==> src/rtl/ddr_phy_pkg.sv <==
// ddr_phy_pkg
//   Shared types and constants for the DDR3 PHY DQS lane controller.
//   - dqs_state_e : controller state encoding
//   - DQS_*/TRI_* : 4-bit OSERDES nibbles (bit 0 is serialised first)
//   - dly_addr_w  : width of a delay-table index for a given lane count
package ddr_phy_pkg;

   typedef enum logic [2:0] {
      ST_IDLE    = 3'd0,
      ST_PRE     = 3'd1,
      ST_BURST   = 3'd2,
      ST_POST    = 3'd3,
      ST_DLY_LD  = 3'd4,
      ST_DLY_SET = 3'd5
   } dqs_state_e;

   localparam logic [3:0] DQS_IDLE_D = 4'b0000;
   localparam logic [3:0] DQS_TOGGLE = 4'b0101;
   localparam logic [3:0] TRI_OFF    = 4'b1111;
   localparam logic [3:0] TRI_ON     = 4'b0000;

   // Two table entries per lane (data delay, tri delay); never narrower than 1 bit.
   function automatic int dly_addr_w(input int num_lanes);
      return (num_lanes < 2) ? 1 : $clog2(2 * num_lanes);
   endfunction

endpackage

==> src/rtl/dqs_dly_table.sv <==
// dqs_dly_table
//   DEPTH x DLY_WIDTH delay register file with synchronous write,
//   registered read (enabled by re, holds otherwise) and synchronous clear.
//   Ports:
//     clk, rst            clock, synchronous active-high clear
//     we, waddr, wdata    write port (out-of-range addresses are dropped)
//     re, raddr           read enable / address
//     rdata               registered read data; returns the pre-write value
//                         when reading and writing the same entry in one cycle
module dqs_dly_table #(
   parameter int DEPTH     = 4,
   parameter int DLY_WIDTH = 8,
   parameter int AW        = 2
) (
   input  logic                 clk,
   input  logic                 rst,
   input  logic                 we,
   input  logic [AW-1:0]        waddr,
   input  logic [DLY_WIDTH-1:0] wdata,
   input  logic                 re,
   input  logic [AW-1:0]        raddr,
   output logic [DLY_WIDTH-1:0] rdata
);

   logic [DLY_WIDTH-1:0] mem_q [DEPTH];
   logic [DLY_WIDTH-1:0] rdata_q;

   // Table storage and registered read port.
   always_ff @(posedge clk) begin
      if (rst) begin
         for (int i = 0; i < DEPTH; i++) begin
            mem_q[i] <= {DLY_WIDTH{1'b0}};
         end
         rdata_q <= {DLY_WIDTH{1'b0}};
      end else begin
         if (we && (32'(waddr) < 32'(DEPTH))) begin
            mem_q[waddr] <= wdata;
         end
         if (re) begin
            rdata_q <= mem_q[raddr];
         end
      end
   end

   assign rdata = rdata_q;

endmodule

==> src/rtl/dqs_burst_seq.sv <==
// dqs_burst_seq
//   DQS lane controller (clk_div domain) for a 4:1 OSERDES. Produces the
//   idle / preamble / toggle burst / postamble nibbles for NUM_LANES lanes and
//   sequences the per-lane data and tri delay loads followed by a common set.
//   Ports:
//     clk, rst             clock, synchronous active-high reset
//     start, burst_len     burst request pulse and length (0 treated as 1)
//     dly_we/addr/wdata    delay table write (2*i = lane i data, 2*i+1 = tri)
//     dly_apply            request the delay load sequence
//     din, tin             per-lane data / tristate nibbles (tin 1 = high-Z)
//     dly_out, ld_dly      delay value and one-hot load strobe
//     set_dly              common set strobe
//     busy                 controller not idle
//   All outputs are registered and follow the state register by one cycle.
//   Optional macro DQS_BURST_SEQ_CONT_EN: a start seen in the last burst cycle
//   extends the burst seamlessly instead of running post/preamble.
module dqs_burst_seq
   import ddr_phy_pkg::*;
#(
   parameter int NUM_LANES  = 2,
   parameter int DLY_WIDTH  = 8,
   parameter int BLEN_WIDTH = 4,
   parameter int PRE_CYC    = 1,
   parameter int POST_CYC   = 1
) (
   input  logic                                clk,
   input  logic                                rst,
   input  logic                                start,
   input  logic [BLEN_WIDTH-1:0]               burst_len,
   input  logic                                dly_we,
   input  logic [dly_addr_w(NUM_LANES)-1:0]    dly_addr,
   input  logic [DLY_WIDTH-1:0]                dly_wdata,
   input  logic                                dly_apply,
   output logic [4*NUM_LANES-1:0]              din,
   output logic [4*NUM_LANES-1:0]              tin,
   output logic [DLY_WIDTH-1:0]                dly_out,
   output logic [2*NUM_LANES-1:0]              ld_dly,
   output logic                                set_dly,
   output logic                                busy
);

   localparam int AW   = dly_addr_w(NUM_LANES);
   localparam int NIDX = 2 * NUM_LANES;
   localparam int NW   = 4 * NUM_LANES;

   localparam logic [AW-1:0]         LAST_IDX = AW'(NIDX - 1);
   localparam logic [BLEN_WIDTH-1:0] CNT_ZERO = {BLEN_WIDTH{1'b0}};
   localparam logic [BLEN_WIDTH-1:0] CNT_ONE  = BLEN_WIDTH'(1);
   localparam logic [BLEN_WIDTH-1:0] PRE_LD   = BLEN_WIDTH'(PRE_CYC - 1);
   localparam logic [BLEN_WIDTH-1:0] POST_LD  = BLEN_WIDTH'(POST_CYC - 1);

   dqs_state_e            state_q, state_d;
   logic [BLEN_WIDTH-1:0] cnt_q, cnt_d;
   logic [BLEN_WIDTH-1:0] len_q, len_d;
   logic [AW-1:0]         idx_q, idx_d;
   logic                  pend_q, pend_d;
   logic [NW-1:0]         din_q, din_d;
   logic [NW-1:0]         tin_q, tin_d;
   logic [NIDX-1:0]       ld_q, ld_d;
   logic                  set_q, set_d;
   logic                  busy_q, busy_d;
   logic [BLEN_WIDTH-1:0] start_len;

   assign start_len = (burst_len == CNT_ZERO) ? CNT_ONE : burst_len;

   // Next-state, counters and pending-apply flag.
   always_comb begin
      state_d = state_q;
      cnt_d   = cnt_q;
      len_d   = len_q;
      idx_d   = idx_q;
      pend_d  = pend_q;
      case (state_q)
         ST_IDLE: begin
            if (start) begin
               len_d   = start_len;
               cnt_d   = PRE_LD;
               state_d = ST_PRE;
            end else if (dly_apply || pend_q) begin
               idx_d   = {AW{1'b0}};
               state_d = ST_DLY_LD;
            end else begin
               state_d = ST_IDLE;
            end
         end
         ST_PRE: begin
            if (cnt_q == CNT_ZERO) begin
               cnt_d   = len_q - CNT_ONE;
               state_d = ST_BURST;
            end else begin
               cnt_d = cnt_q - CNT_ONE;
            end
         end
         ST_BURST: begin
            if (cnt_q == CNT_ZERO) begin
`ifdef DQS_BURST_SEQ_CONT_EN
               if (start) begin
                  // Back-to-back burst: keep toggling, no post/preamble.
                  len_d = start_len;
                  cnt_d = start_len - CNT_ONE;
               end else begin
                  cnt_d   = POST_LD;
                  state_d = ST_POST;
               end
`else
               cnt_d   = POST_LD;
               state_d = ST_POST;
`endif
            end else begin
               cnt_d = cnt_q - CNT_ONE;
            end
         end
         ST_POST: begin
            if (cnt_q == CNT_ZERO) begin
               state_d = ST_IDLE;
            end else begin
               cnt_d = cnt_q - CNT_ONE;
            end
         end
         ST_DLY_LD: begin
            if (idx_q == LAST_IDX) begin
               state_d = ST_DLY_SET;
            end else begin
               idx_d = idx_q + AW'(1);
            end
         end
         ST_DLY_SET: begin
            pend_d  = 1'b0;
            state_d = ST_IDLE;
         end
         default: begin
            state_d = ST_IDLE;
         end
      endcase
      // An apply that cannot start now is remembered; it also wins over the
      // clear in DLY_SET so a request arriving then still gets a full reload.
      if (dly_apply && ((state_q != ST_IDLE) || start)) begin
         pend_d = 1'b1;
      end else begin
         pend_d = pend_d;
      end
   end

   // Output pattern decode from the current state.
   always_comb begin
      din_d  = {NUM_LANES{DQS_IDLE_D}};
      tin_d  = {NUM_LANES{TRI_OFF}};
      ld_d   = {NIDX{1'b0}};
      set_d  = 1'b0;
      busy_d = (state_q != ST_IDLE);
      case (state_q)
         ST_PRE, ST_POST: begin
            tin_d = {NUM_LANES{TRI_ON}};
         end
         ST_BURST: begin
            din_d = {NUM_LANES{DQS_TOGGLE}};
            tin_d = {NUM_LANES{TRI_ON}};
         end
         ST_DLY_LD: begin
            ld_d = NIDX'(1) << idx_q;
         end
         ST_DLY_SET: begin
            set_d = 1'b1;
         end
         default: begin
            busy_d = busy_d;
         end
      endcase
   end

   // State, counters and registered outputs.
   always_ff @(posedge clk) begin
      if (rst) begin
         state_q <= ST_IDLE;
         cnt_q   <= CNT_ZERO;
         len_q   <= CNT_ZERO;
         idx_q   <= {AW{1'b0}};
         pend_q  <= 1'b0;
         din_q   <= {NW{1'b0}};
         tin_q   <= {NW{1'b1}};
         ld_q    <= {NIDX{1'b0}};
         set_q   <= 1'b0;
         busy_q  <= 1'b0;
      end else begin
         state_q <= state_d;
         cnt_q   <= cnt_d;
         len_q   <= len_d;
         idx_q   <= idx_d;
         pend_q  <= pend_d;
         din_q   <= din_d;
         tin_q   <= tin_d;
         ld_q    <= ld_d;
         set_q   <= set_d;
         busy_q  <= busy_d;
      end
   end

   // Registered read lines dly_out up with the ld_dly strobe of the same index.
   dqs_dly_table #(
      .DEPTH     (NIDX),
      .DLY_WIDTH (DLY_WIDTH),
      .AW        (AW)
   ) u_tbl (
      .clk   (clk),
      .rst   (rst),
      .we    (dly_we),
      .waddr (dly_addr),
      .wdata (dly_wdata),
      .re    (state_q == ST_DLY_LD),
      .raddr (idx_q),
      .rdata (dly_out)
   );

   assign din     = din_q;
   assign tin     = tin_q;
   assign ld_dly  = ld_q;
   assign set_dly = set_q;
   assign busy    = busy_q;

endmodule
==> config.mk <==
export PLATFORM = sky130hd
export DESIGN_NAME = dqs_burst_seq
export DESIGN_NICKNAME = d
export VERILOG_FILES = /design/src/rtl/ddr_phy_pkg.sv /design/src/rtl/dqs_dly_table.sv /design/src/rtl/dqs_burst_seq.sv
export SDC_FILE = /design/constraint.sdc
export NUM_CORES = 1
export LEC_CHECK = 0
export CAP_MARGIN = 20
export CELL_PAD_IN_SITES_DETAIL_PLACEMENT = 1
export CELL_PAD_IN_SITES_GLOBAL_PLACEMENT = 1
export CORE_MARGIN = 1.5
export CORE_UTILIZATION = 35
export CTS_CLUSTER_SIZE = 10
export DETAILED_ROUTE_END_ITERATION = 6
export GPL_TIMING_DRIVEN = 0
export PLACE_DENSITY = 0.66
export SYNTH_ARGS = -nofsm -noshare
export SYNTH_HDL_FRONTEND = slang
export SYNTH_SLANG_ARGS = --single-unit
==> constraint.sdc <==
create_clock -name clk -period 2.6 [get_ports clk]
set_input_delay 0.52 -clock clk [delete_from_list [all_inputs] [get_ports clk]]
set_output_delay 0.52 -clock clk [all_outputs]
set_load 0.01 [all_outputs]
==> results.txt, run 1 <==
remaining number of nets flagged by the antenna check after routing -> 0
crit path launch type -> input pin
cell leakage power -> 0.001320 uW
number of max-capacitance violations reported -> 0
critical-path maximum fanout -> 10
minimum setup slack after placement -> -0.2724 ns
Non-Filler Cell Area, Final -> 3572 um^2
Residual DRC -> 0
number of endpoints with negative hold slack in the final report -> 0
Resized Gates After CTS -> 0
area leader, netlist -> edfxtp_1
GRT overflow -> 0
number of fillers in the final layout -> 876
most frequently used flop master after synthesis -> edfxtp_1
sequential-to-total area share from yosys stat -> 55.25%
most numerous cell in the Yosys netlist -> and2_1
Diodes inserted -> 0
ranking of synthesized cells by area -> edfxtp_1, dfxtp_1, and2_1
unrepaired setup endpoints after global routing -> false
share of synthesized registers carrying an async set or reset -> 0%
post-synthesis average cell area -> 11.26 um^2
outcome -> finished clean
CP max stage cell -> nor3b_2
Syn. warnings -> 0
via density per instance -> 4.827
flops & latches, synth -> 62
setup slack of the critical path after layout -> 0.1844 ns
total clock sinks -> 62
overall die area -> 8624 um^2
Final Critical Period -> 2.416 ns
data required time of the critical path -> 2.63 ns
Worst VDD drop -> 0.0003761 V
post-synth cell types -> 44
insertion delay to the later sink of the worst-skew pair -> 0.34 ns
dpl cell area -> 3406 um^2
leading post-synthesis cells by instance count -> and2_1, edfxtp_1, dfxtp_1
signed area change from the synthesized netlist to the final layout -> 26.38%
share of cells above drive strength 1 -> 17.52%
count of endpoints failing setup in the final report -> 0
number of global-route vias before repair -> 2,143
largest stage delay on the critical path -> 0.54 ns
combined area of all synthesized cells -> 2826 um^2
quantity of I/O buffers inserted on ports -> 44
Critical Path AT -> 2.44 ns
number of flops mapped to enable cells by yosys -> 32
type of the setup path with the least slack -> in -> reg
capturing element type of the critical path -> flip-flop
final core utilization -> 45.99%
fmax -> 414.0 MHz
Post CTS Setup Buffer Count -> 0
Sequential Area -> 1562 um^2
number of buffers on the longest clock path -> 2
number of DRC markers in iteration 0 -> 72
slew margin rel. -> 34.20%
initial antenna violation count -> 0
TritonRoute pass-1 iters -> 6
CTS tree -> yes
standard-cell rows -> 32
ratio of total power to cell area -> 877.0 nW/um^2
GRT Resource Usage Total -> 16.37%
number of instances in the synthesized netlist -> 251
Inserted Clock Buffers -> 9
footprint of the multi-input gates -> 1071 um^2
overall routed net length -> 6265 um
die boundary width -> 92.87 um
vias after detailed routing -> 2,008
worst hold slack -> 0.4573 ns
Avg WL per Cell -> 15.06 um
post-CTS clock slew at the launch and capture registers of the worst setup and hold paths -> 0.07 ns
Worst Tran Pin Value -> 0.9849 ns
I/O pin count -> 49
number of nets in the layout -> 331
Non-Filler Instances -> 416
number of pins exceeding their max-slew limit in the final report -> 0
Initial Utilization -> 36.39%
clock skew -> 0.009068 ns
largest net degree at the start of global routing -> 12
cell at the root of the clock tree -> clkbuf_8
# placed instances -> 400
final clock period utilization by the worst path -> 92.91%
floorplan core area -> 7767 um^2
number of hold buffers added after CTS -> 0
proportion of netlist area held by the largest area contributor -> 34.00%
path category of the worst min-delay check -> reg -> reg
gp weighted congestion -> 0.7956
height of the die -> 92.87 um
half-perimeter wire length after placement -> 4600 um
number of H-tree branching levels -> 3
wire length of the first global-routing pass -> 10,660 um
critical path, cell by cell -> clkdlybuf4s50_1 -> nor2b_1 -> clkbuf_1 -> nor3b_2 -> or2_2
worst max-delay path, delay by kind of cell:
| kind | cells | cell delay [ns] |
|---|---|---|
| simple gates | 3 | 1.04 |
| buf+inv | 2 | 0.88 |
where the power goes:
group | internal [uW] | switching (uW)
Combinational | 580 | 548
Sequential | 1170 | 93.2
Clock | 342 | 394
kinds of logic (layout without fill, tap and decap cells):
| family | Yosys count | after routing | synth area share (%) |
|---|---|---|---|
| AND/OR/NAND/NOR | 100 | 100 | 19.57 |
| flip-flops | 62 | 62 | 55.25 |
| buffers and inverters | 36 | 96 | 7.260 |
| AO/OA/AOI/OAI | 35 | 35 | 8.101 |
| multiplexers | 11 | 11 | 7.437 |
| adder cells (fa/ha/maj) | 3 | 3 | 1.328 |
| XOR/XNOR | 3 | 3 | 0.9298 |
| other | 1 | 4 | 0.1327 |
per-layer routing:
layer  GRT usage [%]  part of all wire, %  vias up
met3           3.859                  3.9       10
met5               0                    0        -
li1                -                    -      989
met4           6.439                  1.5        0
met2           26.52                   46       48
met1           21.06                   49      961
registers in the layout, indices dropped and copies added, names as in the netlist:
register,flops
u_tbl.rdata,8
cnt_q,4
ld_dly,4
pend_q,1
set_dly,1
din,1
idx_q,2
tin,1
state_q,3
u_tbl.mem_q,32
len_q,4
busy,1
per-stage QoR:
stage | setup TNS, ns | total power, uW
after global routing | 0 | 3338
final | 0 | 3133
after floorplan | 0 | 2021
after detailed placement | -3.635 | 2427
after CTS | 0 | 3163
after global placement | -3.560 | 2406
area by class of cell:
class | count | share of cell area (%)
Buffer | 27 | 4.799
Clock buffer | 10 | 3.573
Clock inverter | 6 | 1.086
Inverter | 9 | 0.9457
Multi-Input combinational cell | 156 | 29.98
Sequential cell | 62 | 43.71
Tap cell | 102 | 3.573
Timing Repair Buffer | 44 | 12.33
placed cells by master (no fill, tap or decap), types with 4 or more instances in the layout:
| cell type | count |
|---|---|
| and2_1 | 34 |
| clkdlybuf4s50_1 | 44 |
| mux4_2 | 8 |
| dfxtp_1 | 30 |
| edfxtp_1 | 32 |
| buf_4 | 15 |
| clkbuf_8 | 9 |
| inv_1 | 9 |
| nand2_1 | 21 |
| or2_2 | 4 |
| nor3_1 | 8 |
| a21oi_1 | 15 |
| buf_2 | 5 |
| conb_1 | 4 |
| nor2_1 | 16 |
| clkbuf_1 | 6 |
worst paths after layout:
check                                    start           endpoint  cells past startpoint  slack [ns]
worst min register to register  u_tbl.rdata[6]     u_tbl.rdata[6]                      2        0.46
worst max register to register        cnt_q[0]           cnt_q[2]                      6        0.80
worst min-delay path            u_tbl.rdata[6]     u_tbl.rdata[6]                      2        0.46
worst max-delay path                    dly_we  u_tbl.mem_q[1][2]                      5        0.18
No activity file was read; power rests on OpenSTA's default activity.
==> run 2, diff against run 1 <==
Settings changed: GPL_TIMING_DRIVEN 0 to 1.
==> results.txt, run 2 (synthesis gave the netlist of run 1 again) <==
GRT overflow -> 0 (unchanged)
type of the setup path with the least slack -> reg -> out
largest stage delay on the critical path -> 0.59 ns (+0.05 ns)
worst hold path stage count -> 2 (unchanged)
critical-path maximum fanout -> 8 (-2)
Worst Hold Path EP -> u_tbl.rdata[7]
Initial Utilization -> 36.39% (unchanged)
Avg WL per Cell -> 15.55 um (+3.2%)
TritonRoute pass-1 iters -> 4 (-2)
Residual DRC -> 0 (unchanged)
number of max-capacitance violations reported -> 0 (unchanged)
initial antenna violation count -> 0 (unchanged)
slew margin rel. -> 50.84% (+17 points)
total clock sinks -> 62 (unchanged)
path category of the worst min-delay check -> reg -> reg
Post CTS Setup Buffer Count -> 0 (unchanged)
crit path launch type -> flip-flop
number of buffers on the longest clock path -> 2 (unchanged)
cell class contributing the biggest share of worst-path delay -> buffers and inverters
standard-cell rows -> 32 (unchanged)
GRT Resource Usage Total -> 15.64% (-0.73 points)
post-CTS clock slew at the launch and capture registers of the worst setup and hold paths -> 0.08 ns (about the same)
wire length of the first global-routing pass -> 10,010 um (-6.1%)
count of endpoints failing setup in the final report -> 0 (unchanged)
half-perimeter wire length after placement -> 4411 um (-4.1%)
via density per instance -> 4.848 (+0.43%)
final clock period utilization by the worst path -> 72.70% (-20 points)
worst hold slack -> 0.4584 ns (+0.001015 ns)
final sum of negative setup slack -> 0 ns (unchanged)
vias after detailed routing -> 1,910 (-4.9%)
ratio of total power to cell area -> 903.6 nW/um^2 (+3.0%)
most frequent cells in the layout -> clkdlybuf4s50_1, and2_1, edfxtp_1, dfxtp_1, nand2_1
die boundary width -> 92.87 um (unchanged)
Worst VDD drop -> 0.0002539 V (-32%)
quantity of I/O buffers inserted on ports -> 44 (unchanged)
number of pins exceeding their max-slew limit in the final report -> 0 (unchanged)
Worst Reg2Reg Path Length in Cells -> 5 (-1)
cell leakage power -> 0.001257 uW (-4.8%)
most common cell after layout, fill and taps aside -> clkdlybuf4s50_1
clock skew -> 0.01054 ns (+0.001474 ns)
largest net degree at the start of global routing -> 32 (+20)
signed area change from the synthesized netlist to the final layout -> 22.71%
data required time of the critical path -> 2.08 ns (-0.55 ns)
cell at the root of the clock tree -> clkbuf_8
capturing element type of the critical path -> output pin
buffer and inverter count on the worst path -> 1 (-1)
insertion delay to the later sink of the worst-skew pair -> 0.35 ns (about the same)
unrepaired setup endpoints after global routing -> false
number of global-route vias before repair -> 1,963 (-8.4%)
worst reg2reg setup slack -> 0.77 ns (-0.03 ns)
CP max stage cell -> clkdlybuf4s50_1
critical path, cell by cell -> clkdlybuf4s50_1
remaining number of nets flagged by the antenna check after routing -> 0 (unchanged)
capture point of the worst reg-to-reg path -> cnt_q[1]
number of hold buffers added after CTS -> 0 (unchanged)
number of DRC markers in iteration 0 -> 33 (-54%)
floorplan core area -> 7767 um^2 (unchanged)
max FFs per register -> 32 (unchanged)
I/O pin count -> 49 (unchanged)
Inserted Clock Buffers -> 9 (unchanged)
CTS tree -> yes
overall routed net length -> 6126 um (-2.2%)
Worst R2R Start -> cnt_q[0]
share of cells above drive strength 1 -> 13.70% (-3.8 points)
Worst Tran Pin Value -> 0.7363 ns (-0.2485 ns)
number of nets in the layout -> 309 (-6.6%)
Resized Gates After CTS -> 0 (unchanged)
outcome -> finished clean
overall die area -> 8624 um^2 (unchanged)
largest reg by FF count -> u_tbl.mem_q
height of the die -> 92.87 um (unchanged)
number of endpoints with negative hold slack in the final report -> 0 (unchanged)
origin of the worst min-delay path -> u_tbl.rdata[7]
Diodes inserted -> 0 (unchanged)
cell depth of the worst setup path -> 1 (-4)
Final Critical Period -> 1.890 ns (-0.5255 ns)
fmax -> 529.1 MHz (+28%)
number of H-tree branching levels -> 3 (unchanged)
gp weighted congestion -> 0.7856 (-1.3%)
Critical Path AT -> 1.37 ns (-1.07 ns)
[run 2: changes by cell type in the layout (fill, tap and decap cells not counted), sizes merged]
cell and change:
buf -17, clkbuf -6, clkinvlp -2, inv +2
bufinv +1
[run 2: area by class of cell]
cell class	instances	area (um^2)
Timing Repair Buffer	49	478.0
Fill cell	853	4299
Clock buffer	9	123.9
Tap cell	102	127.6
Inverter	9	33.78
Clock inverter	7	72.57
Multi-Input combinational cell	156	1071
Sequential cell	62	1562
[run 2: metrics by stage]
step	area [um^2]	util [%]	setup slack [ns]	power (uW)	cells
2_1_floorplan	2838	-	0.8934	2021	254
3_3_place_gp	3272	42.12	0.5098	2287	378
3_5_place_dp	3272	42.12	0.4701	2311	378
4_1_cts	3468	44.65	0.6813	3161	394
5_1_grt	3468	44.65	0.5819	3326	394
6_report	3468	44.65	0.7099	3134	394
[run 2: routing by layer]
layer | global-route usage, % | vias up | part of all wire, %
li1 | - | 943 | -
met1 | 20.53 | 907 | 48
met2 | 23.84 | 45 | 45
met3 | 3.695 | 15 | 4.5
met4 | 8.207 | 0 | 2.2
met5 | 0 | - | 0
[run 2: worst max path at each step]
stage / startpoint / end / slack (ns)
2_1_floorplan: dly_we / u_tbl.mem_q[1][0] / 0.89
4_1_cts: tin[6] / tin[4] / 0.68
5_1_grt: cnt_q[0] / cnt_q[1] / 0.58
3_5_place_dp: dly_we / u_tbl.mem_q[0][1] / 0.47
3_3_place_gp: dly_we / u_tbl.mem_q[0][3] / 0.51
6_report: tin[6] / tin[4] / 0.71
[run 2: power by group]
| part | switching, uW | leakage (uW) | total, uW | internal [uW] |
|---|---|---|---|---|
| sequential | 163 | 0.000557 | 1340 | 1170 |
| clock | 408 | 0.000104 | 854 | 446 |
| combinational | 455 | 0.000597 | 942 | 488 |
[run 2: worst min-delay path, delay by kind of cell (launching register included)]
family / cells / cell delay (ns)
simple gates: 1 / 0.05
flops: 1 / 0.31
compound gates: 1 / 0.05
